## src/rtl/lsu_pkg.sv

```systemverilog
// Shared definitions for the load/store unit: funct3 encodings, FSM states,
// and the decode helpers used by the request path.
package lsu_pkg;

    localparam logic [2:0] F3_B  = 3'b000;
    localparam logic [2:0] F3_H  = 3'b001;
    localparam logic [2:0] F3_W  = 3'b010;
    localparam logic [2:0] F3_BU = 3'b100;
    localparam logic [2:0] F3_HU = 3'b101;

    typedef enum logic [1:0] {
        IDLE,
        BUSY,
        RESP
    } lsu_state_t;

    // Unsigned loads have no store counterpart.
    function automatic logic f3_legal(input logic [2:0] f3, input logic we);
        case (f3)
            F3_B, F3_H, F3_W: f3_legal = 1'b1;
            F3_BU, F3_HU:     f3_legal = ~we;
            default:          f3_legal = 1'b0;
        endcase
    endfunction

    function automatic logic f3_aligned(input logic [2:0] f3, input logic [1:0] lo);
        case (f3)
            F3_H, F3_HU: f3_aligned = ~lo[0];
            F3_W:        f3_aligned = (lo == 2'b00);
            default:     f3_aligned = 1'b1;
        endcase
    endfunction

    // Loads always fetch the whole word; the lane is picked on return.
    function automatic logic [3:0] access_be(input logic [2:0] f3, input logic we,
                                             input logic [1:0] lo);
        access_be = 4'b1111;
        if (we) begin
            case (f3)
                F3_B:    access_be = 4'b0001 << lo;
                F3_H:    access_be = 4'b0011 << {lo[1], 1'b0};
                default: access_be = 4'b1111;
            endcase
        end
    endfunction

    function automatic logic [31:0] store_lanes(input logic [2:0] f3, input logic [31:0] wd);
        case (f3)
            F3_B:    store_lanes = {4{wd[7:0]}};
            F3_H:    store_lanes = {2{wd[15:0]}};
            default: store_lanes = wd;
        endcase
    endfunction

endpackage

```

## src/rtl/load_align.sv

```systemverilog
// Selects the addressed byte/halfword lane of a read word and extends it
// according to the load type.
module load_align
    import lsu_pkg::*;
(
    input  logic [31:0] mem_rdata_i,
    input  logic [1:0]  addr_lo_i,
    input  logic [2:0]  funct3_i,
    output logic [31:0] data_o
);

    logic [7:0]  byte_sel;
    logic [15:0] half_sel;

    always_comb begin
        case (addr_lo_i)
            2'd0:    byte_sel = mem_rdata_i[7:0];
            2'd1:    byte_sel = mem_rdata_i[15:8];
            2'd2:    byte_sel = mem_rdata_i[23:16];
            default: byte_sel = mem_rdata_i[31:24];
        endcase
        half_sel = addr_lo_i[1] ? mem_rdata_i[31:16] : mem_rdata_i[15:0];

        case (funct3_i)
            F3_B:    data_o = {{24{byte_sel[7]}}, byte_sel};
            F3_BU:   data_o = {24'd0, byte_sel};
            F3_H:    data_o = {{16{half_sel[15]}}, half_sel};
            F3_HU:   data_o = {16'd0, half_sel};
            default: data_o = mem_rdata_i;
        endcase
    end

endmodule

```

## src/rtl/load_store_unit.sv

```systemverilog
// Memory-stage load/store unit: issues word-aligned bus requests with byte
// enables, stalls until completion and returns extended load data.
module load_store_unit
    import lsu_pkg::*;
#(
    parameter int unsigned TIMEOUT_CYCLES = 256,
    parameter int unsigned CNT_W          = 9
) (
    input  logic        clk,
    input  logic        rst_n,
    input  logic        req_valid,
    input  logic        req_write,
    input  logic [2:0]  funct3,
    input  logic [31:0] addr,
    input  logic [31:0] wdata,
    output logic        stall,
    output logic        done,
    output logic [31:0] rdata,
    output logic        err,
    output logic        mem_req,
    output logic        mem_we,
    output logic [31:0] mem_addr,
    output logic [3:0]  mem_be,
    output logic [31:0] mem_wdata,
    input  logic        mem_ready,
    input  logic [31:0] mem_rdata
);

    lsu_state_t state_q, state_d;
    logic              mem_req_q, mem_req_d;
    logic              mem_we_q, mem_we_d;
    logic [31:0]       mem_addr_q, mem_addr_d;
    logic [3:0]        mem_be_q, mem_be_d;
    logic [31:0]       mem_wdata_q, mem_wdata_d;
    logic [31:0]       rdata_q, rdata_d;
    logic              err_q, err_d;
    logic [CNT_W-1:0]  wdog_q, wdog_d;
    logic [2:0]        ld_f3_q, ld_f3_d;
    logic [1:0]        ld_lo_q, ld_lo_d;

    logic [31:0]       load_data;
    logic              req_ok;
    logic              wdog_expired;

    load_align u_load_align (
        .mem_rdata_i (mem_rdata),
        .addr_lo_i   (ld_lo_q),
        .funct3_i    (ld_f3_q),
        .data_o      (load_data)
    );

    assign req_ok       = f3_legal(funct3, req_write) & f3_aligned(funct3, addr[1:0]);
    assign wdog_expired = (TIMEOUT_CYCLES != 0)
                        && ((wdog_q + CNT_W'(1)) == CNT_W'(TIMEOUT_CYCLES));

    always_comb begin
        state_d     = state_q;
        mem_req_d   = mem_req_q;
        mem_we_d    = mem_we_q;
        mem_addr_d  = mem_addr_q;
        mem_be_d    = mem_be_q;
        mem_wdata_d = mem_wdata_q;
        rdata_d     = rdata_q;
        err_d       = err_q;
        wdog_d      = wdog_q;
        ld_f3_d     = ld_f3_q;
        ld_lo_d     = ld_lo_q;

        case (state_q)
            IDLE: begin
                if (req_valid) begin
                    if (req_ok) begin
                        mem_req_d   = 1'b1;
                        mem_we_d    = req_write;
                        mem_addr_d  = {addr[31:2], 2'b00};
                        mem_be_d    = access_be(funct3, req_write, addr[1:0]);
                        mem_wdata_d = store_lanes(funct3, wdata);
                        ld_f3_d     = funct3;
                        ld_lo_d     = addr[1:0];
                        wdog_d      = '0;
                        state_d     = BUSY;
                    end else begin
                        err_d   = 1'b1;
                        state_d = RESP;
                    end
                end
            end
            BUSY: begin
                wdog_d = wdog_q + CNT_W'(1);
                // A response arriving on the last permitted cycle still wins.
                if (mem_ready) begin
                    mem_req_d = 1'b0;
                    if (!mem_we_q) begin
                        rdata_d = load_data;
                    end
                    state_d = RESP;
                end else if (wdog_expired) begin
                    mem_req_d = 1'b0;
                    err_d     = 1'b1;
                    state_d   = RESP;
                end
            end
            RESP: begin
                err_d   = 1'b0;
                state_d = IDLE;
            end
            default: begin
                mem_req_d = 1'b0;
                err_d     = 1'b0;
                state_d   = IDLE;
            end
        endcase
    end

    always_ff @(posedge clk) begin
        if (!rst_n) begin
            state_q     <= IDLE;
            mem_req_q   <= 1'b0;
            mem_we_q    <= 1'b0;
            mem_addr_q  <= '0;
            mem_be_q    <= '0;
            mem_wdata_q <= '0;
            rdata_q     <= '0;
            err_q       <= 1'b0;
            wdog_q      <= '0;
            ld_f3_q     <= '0;
            ld_lo_q     <= '0;
        end else begin
            state_q     <= state_d;
            mem_req_q   <= mem_req_d;
            mem_we_q    <= mem_we_d;
            mem_addr_q  <= mem_addr_d;
            mem_be_q    <= mem_be_d;
            mem_wdata_q <= mem_wdata_d;
            rdata_q     <= rdata_d;
            err_q       <= err_d;
            wdog_q      <= wdog_d;
            ld_f3_q     <= ld_f3_d;
            ld_lo_q     <= ld_lo_d;
        end
    end

    assign done      = (state_q == RESP);
    assign stall     = req_valid & ~done;
    assign err       = err_q;
    assign rdata     = rdata_q;
    assign mem_req   = mem_req_q;
    assign mem_we    = mem_we_q;
    assign mem_addr  = mem_addr_q;
    assign mem_be    = mem_be_q;
    assign mem_wdata = mem_wdata_q;

endmodule

```

## config.mk

```make
export PLATFORM = sky130hd
export DESIGN_NAME = load_store_unit
export DESIGN_NICKNAME = d
export VERILOG_FILES = /design/src/rtl/lsu_pkg.sv /design/src/rtl/load_align.sv /design/src/rtl/load_store_unit.sv
export SDC_FILE = /design/constraint.sdc
export NUM_CORES = 1
export LEC_CHECK = 0
export CAP_MARGIN = 10
export CORE_MARGIN = 4
export CORE_UTILIZATION = 44
export CTS_BUF_LIST = sky130_fd_sc_hd__clkbuf_16
export DETAILED_ROUTE_END_ITERATION = 7
export HOLD_SLACK_MARGIN = 0.15
export PLACE_DENSITY = 0.92
export SYNTH_ARGS = -nofsm -noshare
export SYNTH_HDL_FRONTEND = slang
export SYNTH_SLANG_ARGS = --single-unit
```

## constraint.sdc

```tcl
create_clock -name clk -period 2.57 [get_ports clk]
set_clock_uncertainty 0.05 [all_clocks]
set_input_delay 0.3855 -clock clk [delete_from_list [all_inputs] [get_ports clk]]
set_output_delay 0.3855 -clock clk [all_outputs]
set_load 0.1 [all_outputs]
```

==> impl_metrics.json <==
{
  "placed_cell_area_mm2": 0.00724,
  "ys_seq_elements": 117,
  "yosysTopAreaCell": "dfxtp_1",
  "required_ns": 2.84,
  "rows": 39,
  "wl_mm": 16.7,
  "ir_drop_mv": 0.542,
  "start_util": 0.456,
  "grt-ovfl-total": 0,
  "slew-limit-headroom": 0.391,
  "worstSetupPathType": "input port to register",
  "cts_root_buf": "clkbuf_16",
  "clk_path_buf_depth": 2,
  "ff2ff_path_depth": 5,
  "status": "complete, no violations",
  "fillers": 919,
  "p_leak_nw": 3.09,
  "yosysUniqueCellTypes": 56,
  "setup_viol_count_final": 0,
  "synthTopCellsByArea": "dfxtp_1, nand2_1, a21oi_1, o21ai_0, mux2i_1",
  "grt_setup_unrepaired": "no",
  "clock_latency_ns": 0.39,
  "fin_crit_sh": 0.832,
  "cp_max_fo": 61,
  "postSynthAreaPerCell_um2": 8.18,
  "yosys-top-cells-count": "nand2_1, dfxtp_1, a21oi_1",
  "cts_hold_buf": 0,
  "max_cap_violations": 0,
  "core_area_mm2": 0.0116,
  "synthFlopType": "dfxtp_1",
  "h-tree-depth": 4,
  "die_area_mm2": 0.0139,
  "min-delay-path-class": "register to register",
  "nets": 946,
  "finalWeightedCongestion": 0.898,
  "wl_per_cell_um": 16.7,
  "antenna_found_initial": 0,
  "io_buffers": 206,
  "grt.total_usage": 0.232,
  "max_freq_mhz": 468,
  "ioPinCount": 209,
  "dp_hpwl_mm": 11.7,
  "antenna_cells": 0,
  "hold_depth": 2,
  "async_flop_share": 0,
  "critPathArrivalTime_ns": 2.41,
  "endpoint_kind": "register",
  "drcViolationCount": 0,
  "seqCellArea_mm2": 0.00234,
  "drt_iter0_drc": 514,
  "grt_max_degree": 62,
  "hold_violations": 0,
  "fin_area_mm2": 0.00787,
  "syn_inst": 647,
  "ys_seq_area_frac": 0.442,
  "syn_area_mm2": 0.00530,
  "grt_pass1_vias": 5377,
  "multi_input_area_mm2": 0.00270,
  "postRouteAntennaNets": 0,
  "period_minus_slack_ns": 2.14,
  "synth.most_common_cell": "nand2_1",
  "die_w_um": 118,
  "slew_viol_final": 0,
  "syn2layout_area_growth_pct": 48.6,
  "cts_setup_buffers": 0,
  "cts.repair.resized": 0,
  "cts_tree": "yes",
  "tightest_slew_ns": 0.913,
  "cts_made_buffers": 17,
  "clk_pin_slew_ns": 0.06,
  "pwr_density_cell_mw_per_mm2": 730,
  "drt-vias-per-instance": 5.54,
  "synth_top_area_share": 0.442,
  "dr.pass1.iters": 5,
  "synth_edf_count": 0,
  "setup_tns_ns": 0,
  "vias": 5519,
  "die_h_um": 118,
  "grt_pass1_wl_mm": 26.7,
  "cts.sinks": 117,
  "yosys_warnings": 0,
  "layout-drive-gt1-share": 0.220,
  "critPathLaunchType": "input port"
}
[path summary, 6_finish.rpt]
kind | startpoint | end | slack (ns)
setup / recovery | funct3[2] | mem_addr[9] | 0.43
hold / removal | mem_addr[24] | mem_addr[24] | 0.40
setup reg to reg | state_q[0] | rdata[4] | 0.59
hold reg to reg | mem_addr[24] | mem_addr[24] | 0.40
[registers in the layout, summed over array words and instances, names as in the netlist]
register   flops
state_q        2
err            1
mem_req        1
mem_we         1
ld_f3_q        3
mem_be         4
wdog_q         9
mem_addr      30
ld_lo_q        2
mem_wdata     32
rdata         32
[routing by layer]
layer  global-route usage  wire, µm  up-vias
li1                     -         -     2667
met1                0.258      6470     2591
met2                0.410      8290      241
met3               0.0875      1620       20
met4               0.0718       286        0
met5                    0         0        -
[layout by cell type (no fill, tap or decap), types with 8 or more instances in the layout]
cell / instances
a311oi_1: 9
nor2_1: 30
mux2_2: 13
dfxtp_1: 117
buf_4: 122
a21oi_1: 93
mux2i_1: 16
a31oi_1: 8
a211oi_1: 11
clkbuf_16: 17
clkdlybuf4s50_1: 103
nand2_1: 152
o211ai_1: 17
nand3b_1: 9
o21ai_0: 35
[worst max-delay path, cell delays in order]
cell and delay, ns:
clkdlybuf4s50_1 0.50, a221oi_2 0.38, o21ai_2 0.17, nor3_4 0.22
buf_12 0.28, buf_4 0.22, nand2_1 0.06, a21oi_1 0.14
[logic make-up after synthesis]
kind of cell	count (synthesis)	synth area share
fa+ha+maj	2	0.00473
xor+xnor	3	0.00496
flops	117	0.442
mux	31	0.0643
simple gates	230	0.195
buf+inv	60	0.0522
other cells	1	0.000708
compound gates	203	0.236
[cell type report]
| cell class | instances | area share |
|---|---|---|
| clock buffers | 17 | 0.0541 |
| clock inverters | 15 | 0.0258 |
| inverters | 5 | 0.00238 |
| multi-input cells | 471 | 0.342 |
| flip-flops and latches | 117 | 0.298 |
| well taps | 143 | 0.0227 |
| repair buffers | 228 | 0.255 |
[where the power goes]
part | internal (W) | total (W) | switching, W
Combinational | 0.000381 | 0.00127 | 0.000893
Sequential | 0.00190 | 0.00196 | 0.0000583
Clock | 0.00163 | 0.00251 | 0.000880
Total | 0.00391 | 0.00574 | 0.00183
[metrics by stage]
| step | power (W) | cells | setup WS (ns) | hold slack (ns) | utilization |
|---|---|---|---|---|---|
| floorplan | 0.00285 | 648 | 0.308 | 0.400 | - |
| global placement | 0.00325 | 964 | 0.133 | 0.392 | 0.624 |
| detailed placement | 0.00326 | 964 | 0.0595 | 0.397 | 0.624 |
| CTS | 0.00578 | 996 | 0.461 | 0.405 | 0.678 |
| global route | 0.00592 | 996 | 0.315 | 0.421 | 0.678 |
| finish | 0.00574 | 996 | 0.432 | 0.402 | 0.678 |
Power figures use the tool's default switching activity.
